`config.mk`:
```
export PLATFORM = sky130hd
export DESIGN_NAME = fir_coef_reload_ctrl
export DESIGN_NICKNAME = d
export VERILOG_FILES = /design/src/rtl/fir_coef_reload_ctrl.sv
export SDC_FILE = /design/constraint.sdc
export NUM_CORES = 1
export LEC_CHECK = 0
export CELL_PAD_IN_SITES_DETAIL_PLACEMENT = 1
export CELL_PAD_IN_SITES_GLOBAL_PLACEMENT = 1
export CORE_ASPECT_RATIO = 0.5
export CORE_MARGIN = 3
export CORE_UTILIZATION = 42
export CTS_BUF_LIST = sky130_fd_sc_hd__clkbuf_4
export CTS_CLUSTER_SIZE = 12
export DETAILED_ROUTE_END_ITERATION = 7
export HOLD_SLACK_MARGIN = 0.12
export PLACE_DENSITY_LB_ADDON = 0.1
export SYNTH_ARGS = -nofsm -noshare
export SYNTH_HDL_FRONTEND = slang
export SYNTH_SLANG_ARGS = --single-unit
```
`constraint.sdc`:
```
create_clock -name i_clk -period 28.8 [get_ports i_clk]
set_clock_uncertainty 0.2 [all_clocks]
set_input_delay 5.76 -clock i_clk [delete_from_list [all_inputs] [get_ports i_clk]]
set_output_delay 5.76 -clock i_clk [all_outputs]
set_load 0.01 [all_outputs]
```
`src/rtl/fir_coef_reload_ctrl.sv`:
```
// Coefficient reload sequencer for a transposed FIR: shadow-bank loading, atomic bank swap,
// zero-flush of the filter pipeline after each swap, and sample forwarding to the filter.
`timescale 1ns/1ps
module fir_coef_reload_ctrl #(
  parameter int DATA_WIDTH = 24,
  parameter int FIR_DEPTH  = 16
) (
  input  logic                             i_clk,
  input  logic                             i_rst,
  input  logic [DATA_WIDTH-1:0]            iv_din,
  input  logic                             i_din_valid,
  output logic                             o_din_ready,
  input  logic [DATA_WIDTH-1:0]            iv_coef,
  input  logic                             i_coef_valid,
  input  logic                             i_coef_last,
  output logic                             o_coef_ready,
  input  logic                             i_flush_req,
  output logic [DATA_WIDTH-1:0]            ov_fir_din,
  output logic                             o_fir_din_valid,
  output logic [FIR_DEPTH*DATA_WIDTH-1:0]  ov_weights,
  output logic                             o_dout_gate,
  output logic                             o_busy,
  output logic                             o_load_err
);

  localparam int CNT_W = (FIR_DEPTH > 1) ? $clog2(FIR_DEPTH) : 1;
  localparam logic [CNT_W-1:0] LAST_IDX = CNT_W'(FIR_DEPTH - 1);

  localparam logic [1:0] IDLE  = 2'd0;
  localparam logic [1:0] LOAD  = 2'd1;
  localparam logic [1:0] FLUSH = 2'd2;

  logic [1:0]            state_reg, state_next;
  logic [CNT_W-1:0]      coef_cnt_reg, coef_cnt_next;
  logic [CNT_W-1:0]      flush_cnt_reg, flush_cnt_next;
  logic [DATA_WIDTH-1:0] fir_din_reg;
  logic                  fir_din_valid_reg;
  logic                  flush_out_reg;
  logic                  dout_gate_reg, dout_gate_next;
  logic                  load_err_reg;

  logic in_flush;
  logic din_fire;
  logic coef_fire;
  logic cnt_at_end;
  logic load_done;
  logic load_bad;

  assign in_flush   = (state_reg == FLUSH);
  assign din_fire   = i_din_valid & ~in_flush;
  assign coef_fire  = i_coef_valid & ~in_flush;
  assign cnt_at_end = (coef_cnt_reg == LAST_IDX);
  assign load_done  = coef_fire & i_coef_last & cnt_at_end;
  // Early last and overrun (full bank without last) are the same malformed-load case.
  assign load_bad   = coef_fire & (i_coef_last ^ cnt_at_end);

  always_comb begin
    state_next     = state_reg;
    coef_cnt_next  = coef_cnt_reg;
    flush_cnt_next = '0;
    case (state_reg)
      IDLE: begin
        // A coefficient handshake takes precedence over a flush request in the same cycle.
        if (coef_fire) begin
          if (load_done)     state_next = FLUSH;
          else if (load_bad) state_next = IDLE;
          else               state_next = LOAD;
        end else if (i_flush_req) begin
          state_next = FLUSH;
        end
      end
      LOAD: begin
        if (load_done)     state_next = FLUSH;
        else if (load_bad) state_next = IDLE;
        else               state_next = LOAD;
      end
      FLUSH: begin
        if (flush_cnt_reg == LAST_IDX) begin
          state_next = IDLE;
        end else begin
          flush_cnt_next = flush_cnt_reg + 1'b1;
        end
      end
      default: state_next = IDLE;
    endcase

    if (coef_fire) begin
      if (load_done || load_bad) coef_cnt_next = '0;
      else                       coef_cnt_next = coef_cnt_reg + 1'b1;
    end
  end

  // Gate stays low while flush zeros are on the filter input and one cycle beyond,
  // covering the filter's registered output-valid stage.
  assign dout_gate_next = ~(in_flush | flush_out_reg);

  always_ff @(posedge i_clk or posedge i_rst) begin
    if (i_rst) begin
      state_reg     <= IDLE;
      coef_cnt_reg  <= '0;
      flush_cnt_reg <= '0;
      flush_out_reg <= 1'b0;
      dout_gate_reg <= 1'b1;
      load_err_reg  <= 1'b0;
    end else begin
      state_reg     <= state_next;
      coef_cnt_reg  <= coef_cnt_next;
      flush_cnt_reg <= flush_cnt_next;
      flush_out_reg <= in_flush;
      dout_gate_reg <= dout_gate_next;
      load_err_reg  <= load_bad;
    end
  end

  // Flush cycles override the sample path; the swap-cycle sample is already registered by then.
  always_ff @(posedge i_clk or posedge i_rst) begin
    if (i_rst) begin
      fir_din_reg       <= '0;
      fir_din_valid_reg <= 1'b0;
    end else if (in_flush) begin
      fir_din_reg       <= '0;
      fir_din_valid_reg <= 1'b1;
    end else if (din_fire) begin
      fir_din_reg       <= iv_din;
      fir_din_valid_reg <= 1'b1;
    end else begin
      fir_din_valid_reg <= 1'b0;
    end
  end

  generate
    for (genvar gi = 0; gi < FIR_DEPTH; gi++) begin : tap_g
      logic [DATA_WIDTH-1:0] shadow_reg;
      logic [DATA_WIDTH-1:0] active_reg;
      logic [DATA_WIDTH-1:0] swap_word;

      // The final tap is taken straight from the bus so the swap includes the last word.
      if (gi == FIR_DEPTH - 1) begin : last_g
        assign swap_word = iv_coef;
      end else begin : mid_g
        assign swap_word = shadow_reg;
      end

      always_ff @(posedge i_clk or posedge i_rst) begin
        if (i_rst) begin
          shadow_reg <= '0;
          active_reg <= '0;
        end else begin
          if (coef_fire && (coef_cnt_reg == CNT_W'(gi))) begin
            shadow_reg <= iv_coef;
          end
          if (load_done) begin
            active_reg <= swap_word;
          end
        end
      end

      assign ov_weights[gi*DATA_WIDTH +: DATA_WIDTH] = active_reg;
    end
  endgenerate

  assign o_din_ready     = ~in_flush;
  assign o_coef_ready    = ~in_flush;
  assign o_busy          = (state_reg != IDLE);
  assign ov_fir_din      = fir_din_reg;
  assign o_fir_din_valid = fir_din_valid_reg;
  assign o_dout_gate     = dout_gate_reg;
  assign o_load_err      = load_err_reg;

endmodule

```
# Yosys cells after proc, flatten, opt, wreduce, memory -nomap -nowiden
# Index checks and enable logic that the tools add are counted.
[word_totals]
ff_bits = 782
input_bits = 54
output_inout_bits = 414
wordCells = 104
[op_classes]
eq_ne = 20
n_reduce_logical = 21
addsub = 2
muxes = 13
bitwise = 9
[op_table]
columns = ["op", "n"]
rows = [
  ["24-bit two-way mux", 2],
  ["4-bit equality test (second input constant)", 9],
  ["4-bit by 3-bit equality test with 1-bit output (second input constant)", 4],
  ["1-bit logical AND", 15],
  ["4-bit two-way mux", 3],
  ["4-bit by 1-bit adder with 4-bit output (second input constant)", 2],
  ["4-bit by 2-bit equality test with 1-bit output (second input constant)", 2],
  ["2-bit two-way mux", 4],
  ["2-bit one-hot mux with 3 select lines", 1],
  ["1-bit bitwise AND", 5],
  ["4-bit by 1-bit equality test with 1-bit output (second input constant)", 1],
  ["4-bit logical NOT", 1],
  ["2-bit nonzero test", 2],
  ["1-bit two-way mux", 3],
  ["3-bit != test (second input constant)", 1],
  ["2-bit by 1-bit equality test with 1-bit output (second input constant)", 1],
  ["2-bit equality test (second input constant)", 1],
  ["2-bit logical NOT", 1],
  ["2-bit by 1-bit != test with 1-bit output (second input constant)", 1],
  ["1-bit inverter", 2],
  ["2-bit AND reduction", 1],
  ["1-bit logical OR", 1],
  ["1-bit OR", 1],
  ["1-bit bitwise XOR", 1],
]

# Depth between registers and ports, before layout
# Gate-level depths: netlist (run 1).
[depth]
word_depth = 8
depth_mapped = 7
mapped_depth_nobuf = 5

# Worst setup path after synthesis (run 1)
# No wires, ideal clock.
[synth_path]
path_type = "in2reg"
from = "in i_coef_valid"
to = "reg tap_g[7].shadow_reg[0]"
setup_slack_ns = 21.601
arrival_time_ns = 6.874
setup_ns = 0.125
path_buffers = 3
stages = 6
cell_sequence = "and2_1 -> clkbuf_1 -> and4_1 -> buf_2 -> buf_2 -> mux2_2"
[synth_between]
elab_chain_cells = 2
[synth_lines]
columns = ["item", "line", "rtl"]
rows = [
  ["from (decl)", "14", "input logic i_coef_valid,"],
  ["1-bit bitwise AND", "51", "assign coef_fire = i_coef_valid & ~in_flush;"],
  ["1-bit logical AND", "149", "if (coef_fire && (coef_cnt_reg == CNT_W'(gi))) begin"],
  ["to (signal assigned)", "150", "shadow_reg <= iv_coef;"],
  ["to (decl)", "133", "logic [DATA_WIDTH-1:0] shadow_reg;"],
]
# Every way passes these cells.
# A chain may end at the register's enable or synchronous reset.

# Worst setup path in the final report (run 1)
[layout_path]
from = "in i_coef_valid"
to = "reg tap_g[3].active_reg[14]"
[layout_between]
elab_chain_cells = 3
[layout_lines]
columns = ["item", "line", "rtl"]
rows = [
  ["1-bit bitwise AND", "51", ""],
  ["1-bit bitwise AND (2 in series)", "53", "assign load_done = coef_fire & i_coef_last & cnt_at_end;"],
  ["to (signal assigned)", "153", "active_reg <= swap_word;"],
  ["to (decl)", "134", "logic [DATA_WIDTH-1:0] active_reg;"],
]
# Every way passes these cells.

==> results of run 1 <==
-- through the flow --
| stage | hold slack, ns | std cells | cell area [um2] | utilization | total power, W |
|---|---|---|---|---|---|
| 3_3_place_gp | 0.1482 | 3072 | 34930 | 0.5132 | 0.002253 |
| 5_1_grt | 0.1728 | 3372 | 37170 | 0.5461 | 0.003347 |
| 3_5_place_dp | 0.1590 | 3072 | 34930 | 0.5132 | 0.002290 |
| 4_1_cts | 0.1701 | 3371 | 37170 | 0.5460 | 0.003200 |
| 2_1_floorplan | 0.1444 | 1760 | 29390 | - | 0.001972 |
| 6_report | 0.1682 | 3372 | 37170 | 0.5461 | 0.003141 |
-- worst paths after layout --
kind | start | end | slack (ns) | depth (start not counted)
worst max-delay path | i_coef_valid | tap_g[3].active_reg[14]$_DFFE_PP0P_ | 19.48 | 6
min in group asynchronous | i_rst | tap_g[1].shadow_reg[14]$_DFFE_PP0P_ | 5.16 | 2
worst max register to register | coef_cnt_reg[0]$_DFFE_PP0P_ | tap_g[3].active_reg[14]$_DFFE_PP0P_ | 24.08 | 7
worst min-delay path | flush_out_reg$_DFF_PP0_ | o_dout_gate$_DFF_PP1_ | 0.17 | 1
max in group asynchronous | i_rst | tap_g[10].shadow_reg[5]$_DFFE_PP0P_ | 20.95 | 4
worst min register to register | flush_out_reg$_DFF_PP0_ | o_dout_gate$_DFF_PP1_ | 0.17 | 1
-- worst max-delay path: cells and delay by family --
kind	cells	cell delay (ns)
and+or+nand+nor	1	0.61
muxes	1	0.42
buffers and inverters	4	2.99
-- cells by family after synthesis --
kind of cell | Yosys count | share of synthesized area
buf+inv | 122 | 0.02005
flops | 782 | 0.6659
mux | 769 | 0.2961
fa+ha+maj | 5 | 0.002129
xor+xnor | 2 | 0.0005961
compound gates | 11 | 0.002171
simple gates | 69 | 0.01307
-- placed cells by master, fill, tap and decap left out, types with 2 or more instances in the layout --
master | synthesis | routed
clkinv_1 | 0 | 34
nor2b_1 | 3 | 3
inv_2 | 2 | 5
clkdlybuf4s50_1 | 0 | 467
o21ai_0 | 4 | 4
mux2i_1 | 25 | 25
nor2_1 | 29 | 29
clkbuf_4 | 0 | 255
mux2_4 | 20 | 20
and4_1 | 4 | 4
inv_1 | 4 | 3
buf_4 | 4 | 29
dfrtp_1 | 781 | 781
nand3_1 | 5 | 5
and2_1 | 3 | 3
a31oi_1 | 2 | 2
bufinv_16 | 0 | 6
ha_1 | 5 | 5
nand2_1 | 3 | 3
mux2_2 | 724 | 724
a21oi_1 | 3 | 3
nand4_1 | 11 | 11
-- cell type report --
cell class | instances | area share
Sequential cell | 782 | 0.5265
Multi-Input combinational cell | 856 | 0.2489
Timing Repair Buffer | 497 | 0.1321
Clock buffer | 255 | 0.05150
Tap cell | 931 | 0.03134
Clock inverter | 44 | 0.008718
Inverter | 6 | 0.0008078
Antenna cell | 1 | 0.00006732
-- routing by layer --
| metal | vias to the layer above | wire length [um] | global-route usage |
|---|---|---|---|
| met3 | 95 | 3550 | 0.05684 |
| met1 | 8902 | 30950 | 0.2443 |
| met5 | - | 0 | 0 |
| li1 | 7419 | - | - |
| met4 | 0 | 1477 | 0.06424 |
| met2 | 332 | 38890 | 0.3642 |
-- report_power, final --
group / switching (W) / total, W / internal (W)
combinational: 0.000259 / 0.000675 / 0.000416
clock: 0.000429 / 0.000886 / 0.000457
sequential: 0.000170 / 0.00158 / 0.00141
==> impl_metrics.tcl, run 1 <==
set metrics [dict create \
    grt_start_max_net_pins 206 \
    ant_nets 0 \
    clk_latency_ns 0.93 \
    synth_most_common_cell "dfrtp_1" \
    dp_hpwl_um 48480 \
    post_cts_buffers 0 \
    fin_tns_setup_ns 0 \
    dr.pass1.iters 4 \
    clock-sinks 782 \
    initial_core_util 0.4318 \
    cts_made_buffers 179 \
    cp_common_cell "buf_4" \
    largest_reg_flops 384 \
    cts.clk_slew.worst_paths_ns 0.07 \
    synth_warnings 0 \
    multiInputGateArea_um2 9254 \
    yosysTopAreaCellShare 0.6650 \
    via_per_inst 4.967 \
    nets 2381 \
    power.density_nw_per_um2 84.51 \
    clockBufferDepth 3 \
    synth_common_cells "dfrtp_1 (781), mux2_2 (724), buf_2 (75)" \
    synth_seq_cells 782 \
    synth_area_per_cell_um2 16.70 \
    cp.arrival_ns 9.92 \
    wirelength_um 74870 \
    maxCapViolations 0 \
    netlist_instances 1760 \
    crit_chain "clkdlybuf4s50_1 > nand3_4 > buf_4 > buf_4 > buf_4 > mux2_2" \
    critPathMaxStageDelay_ns 0.84 \
    hold_path_class "register to register" \
    post_cts_resized 0 \
    synthTopCellsByArea "dfrtp_1 (66%), mux2_2 (28%), buf_2 (1.3%)" \
    status "finished, final reports clean" \
    fmax_mhz 107.3 \
    grt_overflow_total 0 \
    start_kind "input pin" \
    synth_edf_count 0 \
    io_pins 468 \
    die_area_um2 73380 \
    die_x_um 380.1 \
    synth_ff_type "dfrtp_1" \
    post-route-min-period_ns 9.320 \
    h-tree-depth 4 \
    postCtsHoldBufs 0 \
    grtUsageTotal 0.2049 \
    antenna_found_initial 1 \
    drv_slew 0 \
    grt_pass1_vias 18434 \
    drtIter0Drc 595 \
    end_kind "register" \
    numPortBuffers 467 \
    grt_pass1_wl_um 113600 \
    setup_violations 0 \
    fill_cells 6531 \
    vias 16748 \
    routedWlPerCell_um 22.20 \
    synthesis.area_um2 29390 \
    clockRootBuffer "clkbuf_4" \
    finalCritPeriodShare 0.3236 \
    critPathKind "input pin to register" \
    hold_viol_final 0 \
    relSlewSlack 0.2178 \
    p_leak_nw 18.07 \
    rsz0062_at_grt "no" \
    coreArea_um2 68070 \
    vdd_drop_max_mv 0.03907 \
    rows 67 \
    synth.largest_area_cell "dfrtp_1" \
    syn-num-nets 1819 \
    yosysSeqAreaShare 0.6659 \
    die_h_um 193.1 \
    worst_slew_pin_slew_ns 1.173 \
    synth-async-reset-ratio 1.000 \
    cp_data_required_time_ns 29.40 \
    dp_slack_ns 18.49 \
    drc_errors 0 \
    cts_tree "yes" \
    path_max_fanout 68 \
    syn_to_final_growth_pct 26.48 \
    layout-drive-gt1-share 0.4299 \
    ys_types 38 \
    setup_ws_ns 19.48 \
    seqCellArea_um2 19570 \
    critPathSlowestCell "buf_4" \
    gp_congestion 0.7277 \
]
Power figures use the tool's default switching activity.
==> inputs of run 2 (changes only) <==
Settings changed: CORE_UTILIZATION 42 to 47.
Clock period 28.8 ns to 9.5 ns, I/O delays scaled along.
==> run 2 against run 1 <==
Against the previous run:
- final cell count is 2.5% lower
- via count is 0.38% higher
- flip-flop and latch count unchanged
- first-iteration DRC count grew 33%
- sequential share of layout area grew 0.055 points
- cell area is 0.10% lower
- combinational power grew to 3.1 times the previous value
- global-route usage up 1.6 points
- largest power group unchanged
- highest routed layer unchanged
- largest cell class unchanged
- register-to-register slack lost 18 ns
- total power rose to 3.0 times the previous value
- sequential power increased to 3.0 times the previous value
- die area fell by 10%
==> impl_metrics.tcl, run 2 (synthesis gave the netlist of run 1 again) <==
set metrics [dict create \
    layout_commonest_cell "dfrtp_1" \
    fmax_mhz 217.6 \
    post_cts_resized 0 \
    wl_met3_um 3425 \
    critPathBufInv 1 \
    cp_data_required_time_ns 7.40 \
    wirelength_um 73130 \
    start_kind "register" \
    gp_congestion 0.7601 \
    grt_pass1_wl_um 109900 \
    ant_nets 0 \
    p_leak_nw 18.12 \
    critPathTopFamily "buffers and inverters" \
    cts_made_buffers 175 \
    largest_reg_flops 384 \
    setup_violations 0 \
    dp_slack_ns 4.318 \
    finalCritPeriodShare 0.4837 \
    h-tree-depth 4 \
    post_cts_buffers 0 \
    end_kind "primary output" \
    drc_errors 0 \
    final_cell_mix "dfrtp_1 (781), mux2_2 (724), clkdlybuf4s50_1 (467)" \
    clockBufferDepth 3 \
    clockRootBuffer "clkbuf_4" \
    grt_pass1_vias 17956 \
    cp.arrival_ns 2.50 \
    dp_hpwl_um 45930 \
    critPathMaxStageDelay_ns 0.68 \
    path_max_fanout 24 \
    numPortBuffers 467 \
    hold_depth 1 \
    die_h_um 182.8 \
    via_per_inst 5.115 \
    path_depth 2 \
    io_pins 468 \
    critPathSlowestCell "clkdlybuf4s50_1" \
    top_layer_used "met4" \
    die_x_um 359.6 \
    p_total_w 0.009533 \
    coreArea_um2 61500 \
    cts_tree "yes" \
    antenna_found_initial 2 \
    cts.clk_slew.worst_paths_ns 0.07 \
    worstRegToRegCells 5 \
    status "finished, final reports clean" \
    vdd_drop_max_mv 0.1331 \
    nets 2375 \
    wl_met1_um 30800 \
    syn_to_final_growth_pct 26.34 \
    crit_chain "nand2b_2 > clkdlybuf4s50_1" \
    drv_slew 0 \
    drtIter0Drc 790 \
    setup_ws_ns 4.905 \
    initial_core_util 0.4779 \
    grt_start_max_net_pins 173 \
    rows 64 \
    die_area_um2 65750 \
    utilization 0.6038 \
    wl_met2_um 37560 \
    routedWlPerCell_um 22.25 \
    post-route-min-period_ns 4.595 \
    dr.pass1.iters 4 \
    fill_cells 5769 \
    hold_path_class "register to register" \
    worst_slew_pin_slew_ns 1.202 \
    grtUsageTotal 0.2211 \
    clk_latency_ns 0.97 \
    relSlewSlack 0.1962 \
    clock-sinks 782 \
    grt_overflow_total 0 \
    power.density_nw_per_um2 256.7 \
    hold_viol_final 0 \
    layout-drive-gt1-share 0.4346 \
    maxCapViolations 0 \
    rsz0062_at_grt "no" \
    postCtsHoldBufs 0 \
    critPathKind "register to primary output" \
    vias 16812 \
]
## run 2: changes by cell type in the layout (fill, tap and decap cells not counted), sizes merged
cell	delta
buf	-2
inv	+3
diode	+8
clkinvlp	+3
clkbuf	+15
clkinv	-3
bufinv	-3
## run 2: power breakdown
group / leakage (nW) / switching (W) / total (W) / internal [W]
Combinational: 6.31 / 0.000812 / 0.00207 / 0.00126
Clock: 1.37 / 0.00131 / 0.00269 / 0.00137
Sequential: 10.4 / 0.000494 / 0.00477 / 0.00428
## run 2: path summary, 6_finish.rpt
check,startpoint,endpoint,slack (ns)
setup / recovery,state_reg[0]$_DFFE_PP0P_,o_coef_ready,4.90
hold / removal,flush_out_reg$_DFF_PP0_,o_dout_gate$_DFF_PP1_,0.16
setup reg to reg,coef_cnt_reg[1]$_DFFE_PP0P_,tap_g[9].active_reg[14]$_DFFE_PP0P_,5.97
hold reg to reg,flush_out_reg$_DFF_PP0_,o_dout_gate$_DFF_PP1_,0.16
max in group asynchronous,i_rst,tap_g[14].shadow_reg[13]$_DFFE_PP0P_,5.76
min in group asynchronous,i_rst,tap_g[5].active_reg[14]$_DFFE_PP0P_,1.15
## run 2: per-layer routing
| layer | vias up | global-route usage |
|---|---|---|
| li1 | 7418 | - |
| met1 | 8935 | 0.2713 |
| met2 | 358 | 0.3854 |
| met3 | 101 | 0.05782 |
| met4 | 0 | 0.07098 |
| met5 | - | 0 |
## run 2: final cells by class
cell class,count,area (um2),share of cell area
sequential,782,19570,0.5270
multi-input combinational,856,9254,0.2492
timing repair buffer,495,4947,0.1332
clock buffer,270,2027,0.05459
tap,825,1032,0.02780
clock inverter,44,254.0,0.006840
inverter,6,26.28,0.0007076
antenna,9,22.52,0.0006065
## run 2: metrics by stage
stage | hold WS, ns | instances | TNS [ns] | instance area [um2]
CTS | 0.1612 | 3278 | 0 | 37110
finish | 0.1621 | 3287 | 0 | 37130
global route | 0.1918 | 3287 | 0 | 37130
global placement | 0.1460 | 2964 | 0 | 34830
detailed placement | 0.1489 | 2964 | 0 | 34830
floorplan | 0.1444 | 1760 | -2599.55 | 29390
